`src/rtl/led_trace_monitor.sv`:
```
// led_trace_monitor: holds the core in reset for RST_HOLD cycles, then timestamps
// every status-bus change into a drainable FIFO and flags pass, watchdog timeout and overflow.
module led_trace_monitor #(
   parameter int WIDTH = 4,
   parameter int DEPTH = 8,
   parameter int TS_W = 16,
   parameter int RST_HOLD = 4,
   parameter int TIMEOUT = 1000,
   parameter logic [WIDTH-1:0] PASS_VALUE = {WIDTH{1'b1}}
) (
   input  logic                  clk,
   input  logic                  rst,
   output logic                  dut_rst_n,
   input  logic [WIDTH-1:0]      status_in,
   output logic                  ev_valid,
   input  logic                  ev_ready,
   output logic [TS_W+WIDTH-1:0] ev_data,
   output logic                  overflow,
   output logic                  timeout,
   output logic                  pass,
   output logic [TS_W-1:0]       cycle_count
);
   localparam int AW = $clog2(DEPTH);
   localparam int HW = RST_HOLD > 1 ? $clog2(RST_HOLD) : 1;
   localparam int IW = TIMEOUT > 0 ? $clog2(TIMEOUT + 1) : 1;
   localparam int EW = TS_W + WIDTH;

   typedef enum logic [1:0] {HOLD, RUN, DONE, TOUT} state_t;

   state_t            state, state_d;
   logic [HW-1:0]     hold_cnt;
   logic [IW-1:0]     idle_cnt;
   logic [WIDTH-1:0]  prev_status;
   logic              first;
   logic [EW-1:0]     mem [DEPTH];
   logic [AW:0]       wr_ptr, rd_ptr;
   logic              running, hold_done, push, is_pass, expire;
   logic              empty, full, pop, do_write, drop;

   always_comb begin
      running   = state == RUN;
      hold_done = state == HOLD && hold_cnt == HW'(RST_HOLD - 1);
      push      = running && (first || status_in != prev_status);
      is_pass   = running && status_in == PASS_VALUE;
      expire    = running && TIMEOUT != 0 && !push &&
                  ({1'b0, idle_cnt} + 1'b1) == (IW + 1)'(TIMEOUT);
      empty     = wr_ptr == rd_ptr;
      full      = (wr_ptr ^ rd_ptr) == {1'b1, {AW{1'b0}}};
      pop       = !empty && ev_ready;
      do_write  = push && (!full || pop);
      drop      = push && full && !pop;
      state_d   = hold_done ? RUN : is_pass ? DONE : expire ? TOUT : state;
      ev_valid  = !empty;
      ev_data   = empty ? '0 : mem[rd_ptr[AW-1:0]];
   end

   always_ff @(posedge clk) begin
      if (!rst) begin
         state       <= HOLD;
         dut_rst_n   <= 1'b0;
         hold_cnt    <= '0;
         idle_cnt    <= '0;
         prev_status <= '0;
         first       <= 1'b0;
         wr_ptr      <= '0;
         rd_ptr      <= '0;
         overflow    <= 1'b0;
         timeout     <= 1'b0;
         pass        <= 1'b0;
         cycle_count <= '0;
      end else begin
         state     <= state_d;
         first     <= hold_done;
         dut_rst_n <= dut_rst_n | hold_done;
         if (state == HOLD)
            hold_cnt <= hold_cnt + 1'b1;
         if (running) begin
            prev_status <= status_in;
            idle_cnt    <= push ? '0 : idle_cnt != '1 ? idle_cnt + 1'b1 : idle_cnt;
         end
         // The count freezes on the edge that leaves RUN so it matches the final event stamp.
         if (running && state_d == RUN && cycle_count != '1)
            cycle_count <= cycle_count + 1'b1;
         if (do_write)
            wr_ptr <= wr_ptr + 1'b1;
         if (pop)
            rd_ptr <= rd_ptr + 1'b1;
         overflow <= overflow | drop;
         pass     <= pass | is_pass;
         timeout  <= timeout | (expire && !is_pass);
      end
   end

   always_ff @(posedge clk)
      if (do_write)
         mem[wr_ptr[AW-1:0]] <= {cycle_count, status_in};
endmodule

```
`config.mk`:
```
export PLATFORM = sky130hd
export DESIGN_NAME = led_trace_monitor
export DESIGN_NICKNAME = d
export VERILOG_FILES = /design/src/rtl/led_trace_monitor.sv
export SDC_FILE = /design/constraint.sdc
export NUM_CORES = 1
export LEC_CHECK = 0
export CAP_MARGIN = 10
export CORE_MARGIN = 5
export CORE_UTILIZATION = 55
export DETAILED_ROUTE_END_ITERATION = 16
export HOLD_SLACK_MARGIN = 0.08
export PLACE_DENSITY = 0.74
export SLEW_MARGIN = 20
export SYNTH_ARGS = -nofsm -noshare
export SYNTH_HDL_FRONTEND = slang
export SYNTH_SLANG_ARGS = --single-unit
```
`constraint.sdc`:
```
create_clock -name clk -period 12.43 [get_ports clk]
set_input_delay 2.486 -clock clk [delete_from_list [all_inputs] [get_ports clk]]
set_output_delay 2.486 -clock clk [all_outputs]
set_load 0.02 [all_outputs]
```
Word-level counts from Yosys, hierarchy flattened:

Memories as Yosys holds them, arrays and structs flattened. A register that Yosys moved wholly into a read port is not among the register bits.
Index checks and enable logic that the tools add are counted.

* add/sub/neg operators: 6
* equal/unequal tests: 10
* muxes and demuxes: 10
* bitwise gates (word level): 5
* reduce and logical (&&, ||, !) cells: 22

Operators with widths (number)
* $mux 10: 2
* $mux 20: 1
* $add 16x1->16 const B: 1
* $ne 16x16->1 const B: 1
* $logic_and 1x1->1: 12
* $add 10x1->11 const B: 1
* $eq 11x10->1 const B: 1
* $add 10x1->10 const B: 1
* $ne 10x10->1 const B: 1
* $add 4x1->4 const B: 2
* $eq 4x4->1 const B: 2
* $mux 2: 3
* $mux 3: 2
* $logic_not 1->1: 5
* $eq 2x1->1 const B: 2
* $eq 4x4->1: 1
* $ne 4x4->1: 1
* $or 1x1->1: 4
* $xor 4x4->4: 1
* $add 2x1->2 const B: 1
* $eq 2x2->1 const B: 1
* $logic_not 2->1: 1
* $logic_or 1x1->1: 2
* $mux 1: 2
* 2 further kinds: 2

* bits in registers: 47
* bits in writable memories: 160
* bits of input ports: 7
* output and inout bits: 41
* word-level logic and storage cells: 66
* memories kept: 1

Memory list
* mem: depth 8, width 20, read ports 1, clocked after Yosys merged registers in 1, write ports 1, RTL line 35 `logic [EW-1:0] mem [DEPTH];`

Depth between registers and ports, before layout:

* depth after elaboration: 12
* depth in mapped cells: 9

Worst setup path after synthesis:

OpenSTA, ideal clock, no wires.

* path type: input-to-reg
* from: input status_in[2]
* to: memory mem[0][0] in the netlist's numbering (enable)
* library setup time: 0.448 ns
* arrival time: 5.178 ns
* required time: 11.982 ns
* slack: 6.803 ns
* stages: 6
* path buffers: 1
* path through: xnor2_1 nand3_1 or3_1 clkbuf_1 nand3_1 nor4_1

* cells in the longest elaborated chain, start to end: 6

RTL lines
* start: declaration: RTL line 14 `input logic [WIDTH-1:0] status_in,`
* $ne 4x4->1: RTL line 43 `push = running && (first || status_in != prev_status);`
* $logic_or 1x1->1: RTL line 43
* $logic_and 1x1->1: RTL line 43
* $logic_and 1x1->1: RTL line 50 `do_write = push && (!full || pop);`
* $mux 1: RTL line 95 `if (do_write)`
* $mux 1 (implied by the code): RTL line 96 `mem[wr_ptr[AW-1:0]] <= {cycle_count, status_in};`
* end: declaration: RTL line 35

No other way between the ends.

==> impl_metrics.toml <==
[global_route]
antenna_found_initial = 0
grt-ovfl-total = 0
grt_pass1_vias = 5092
grt_max_degree = 41
grt_first_pass_wirelength_mm = 27.4
grt_usage_pct = 19.1

[timing]
rsz0062_at_grt = "false"
hold_viol = 0
worst_slew_pin_slew_ns = 1.03
fin_worst_skew_ns = 0.0166
period_needed_ns = 5.35
fin_crit_sh_pct = 43.1
finalMaxSlewViolations = 0
slew_headroom_pct = 31.1
worst_hold_slack_ns = 0.452
timing.fmax_mhz = 187
fin_tns_setup_ns = 0
setup_viol = 0

[synth]
synth_area_leaders = "edfxtp_1 56%, dfxtp_1 12%, mux4_2 10%"
synth_area_leader_cell = "edfxtp_1"
synthFlopType = "edfxtp_1"
yosysMostFrequentCell = "edfxtp_1"
synth_commonest_cells = "160 x edfxtp_1, 50 x dfxtp_1, 47 x nor2_1"
ys_seq_area_share_pct = 67.1
synth_seq_cells = 210
syn_area_sq_um = 8650
syn_area_per_cell_sq_um = 15.2
synthesis.nets = 584
ys.warnings.count = 0
synth-edff-count = 160
async_flop_share_pct = 0
synthDistinctLibCells = 55
netlist_instances = 571
synth_top_area_share_pct = 55.5

[routing]
vias = 5024
vias_per_cell = 5.92
drc = 0
postRouteAntennaNets = 0
wl_mm = 17.1
drtIter0Drc = 393
detail_route.wl_per_cell_um = 20.1
dr.pass1.iters = 5

[clocking]
cts_tree = "done"
cts-root-buf = "clkbuf_16"
clk_latency_ns = 0.49
cts_buffer_depth = 3
cts_sinks = 210
cts_setup_buffers = 0
clkTransAtPathRegs_ns = 0.06
cts_buffers = 22
cts-resized-gates = 0
htree_num_levels = 1
cts_hold_buffers = 0

[cells_and_area]
final_nets = 636
final_cells = 849
area_delta_synth_final_pct = 16.1
fillerInstances = 1093
seq_area_sq_um = 5810
multi_input_area_sq_um = 2720
fin_area_sq_um = 10000
diodes = 0
finalCoreUtilization_pct = 65.6
drive_above_1_share_pct = 14.4

[critical_path]
crit_required_ns = 9.94
crit_fanout = 40
critPathBufInv = 2
cp-end-kind = "output pin"
crit_family = "buffers and inverters"
cp.arrival_ns = 2.87
max_stage_delay_ns = 0.60
slowest_stage = "buf_4"
path_class = "reg2out"
path_cells = "buf_4, mux4_2, mux2i_1, nor2_1, clkdlybuf4s50_1"
cp-start-kind = "flop"

[min_path]
hold_class = "reg2reg"

[placed_design]
gp_congestion = 0.877
port_buffers = 47
dpl_cell_area_sq_um = 9380
dp.cells = 810
dp_hpwl_mm = 10.4

[die]
die_x_um = 135
die_area_sq_um = 18300
ios = 48
start_util_pct = 56.5
coreArea_sq_um = 15300
die_h_um = 135
row_count = 45

[pwr]
p_sw_mw = 0.337
p_sw_share_pct = 22.1
pwr_density_cell_nw_per_um2 = 152
clockPowerShare_pct = 39.2
power.internal_mw = 1.19
vdd_drop_max_v = 0.000107
p_leak_nw = 3.22
power_frac_comb_pct = 10.2
p_seq_share_pct = 50.6

[flow_run]
maxCapViolations = 0

[outcome]
outcome = "complete, no violations"
worst paths after layout:
kind	start	endpoint	slack (ns)	depth (start not counted)
worst min-delay path	dut_rst_n	dut_rst_n	0.45	2
worst min register to register	dut_rst_n	dut_rst_n	0.45	2
worst max-delay path	flop	ev_data[2]	7.08	5
worst max register to register	wr_ptr[2]	mem[4][8]	9.56	6
routing by layer:
metal / up-vias / routed length, um / track usage (%)
li1: 2320 / - / -
met3: 21 / 816 / 2.93
met5: - / 0 / 0
met4: 0 / 207 / 3.75
met2: 145 / 8560 / 32.2
met1: 2538 / 7490 / 26.8
tightest hold or removal path, stage by stage (launching register included):
cell and delay [ns]:
dfxtp_1 0.31, nand2_1 0.05, nand2_1 0.04
cells in the final DEF, fill, tap and decap left out, types with 3 or more instances in the layout:
cell type | netlist | routed
a21oi_1 | 19 | 19
and2_1 | 3 | 3
buf_4 | 1 | 11
clkbuf_1 | 15 | 7
clkbuf_16 | 0 | 23
clkdlybuf4s50_1 | 0 | 47
clkinv_1 | 0 | 7
dfxtp_1 | 50 | 48
edfxtp_1 | 160 | 160
ha_1 | 6 | 6
inv_1 | 9 | 9
mux2i_1 | 28 | 28
mux4_2 | 40 | 40
nand2_1 | 37 | 37
nand2b_1 | 9 | 9
nand3_1 | 18 | 18
nand4_1 | 6 | 6
nor2_1 | 47 | 44
nor2_4 | 0 | 3
nor2b_1 | 4 | 4
nor3_1 | 13 | 9
nor3_2 | 0 | 3
o211a_1 | 3 | 3
o21a_1 | 4 | 4
o21ai_0 | 8 | 8
o21ai_1 | 3 | 3
o311ai_1 | 4 | 4
o31ai_1 | 7 | 7
or3_1 | 10 | 10
or4_1 | 9 | 9
xnor2_1 | 11 | 11
xor2_1 | 5 | 5
logic make-up after synthesis:
| logic type | Yosys count | share of synthesized area [%] |
|---|---|---|
| xor gates and xnor gates | 16 | 1.62 |
| adders and majority gates | 6 | 0.868 |
| AOI/OAI and AO/OA | 59 | 4.48 |
| muxes | 68 | 13.6 |
| buffers and inverters | 39 | 2.08 |
| DFF | 210 | 67.1 |
| and+or+nand+nor | 173 | 10.2 |
per-stage QoR:
stage / setup slack (ns) / power [mW]
4_1_cts: 6.92 / 1.54
3_5_place_dp: 6.70 / 0.946
3_3_place_gp: 6.88 / 0.942
6_report: 7.08 / 1.53
2_1_floorplan: 6.80 / 0.890
5_1_grt: 6.86 / 1.59
cell type report:
class                           instances  share of cell area (%)
Tap cell                              211                    2.63
Inverter                                9                   0.336
Timing Repair Buffer                   58                    5.51
Clock inverter                          9                   0.610
Clock buffer                           30                    5.99
Multi-Input combinational cell        322                    27.1
Sequential cell                       210                    57.8
power by group through the flow:
stage	sequential (mW)	clock (mW)	combinational, mW
final	0.772	0.598	0.156
after global placement	0.787	0	0.155
after detailed placement	0.787	0	0.159
after floorplan	0.784	0	0.106
after CTS	0.772	0.611	0.160
after global routing	0.774	0.645	0.170
flip-flops by register name (all words and copies together) (netlist names), named ones only:
| name | count |
|---|---|
| idle_cnt | 10 |
| prev_status | 4 |
| state | 2 |
| mem | 160 |
| timeout | 1 |
| hold_cnt | 2 |
| first | 1 |
| dut_rst_n | 1 |
| overflow | 1 |
| wr_ptr | 4 |
| rd_ptr | 4 |
| pass | 1 |
| cycle_count | 16 |
(Power assumes the default switching activity.)
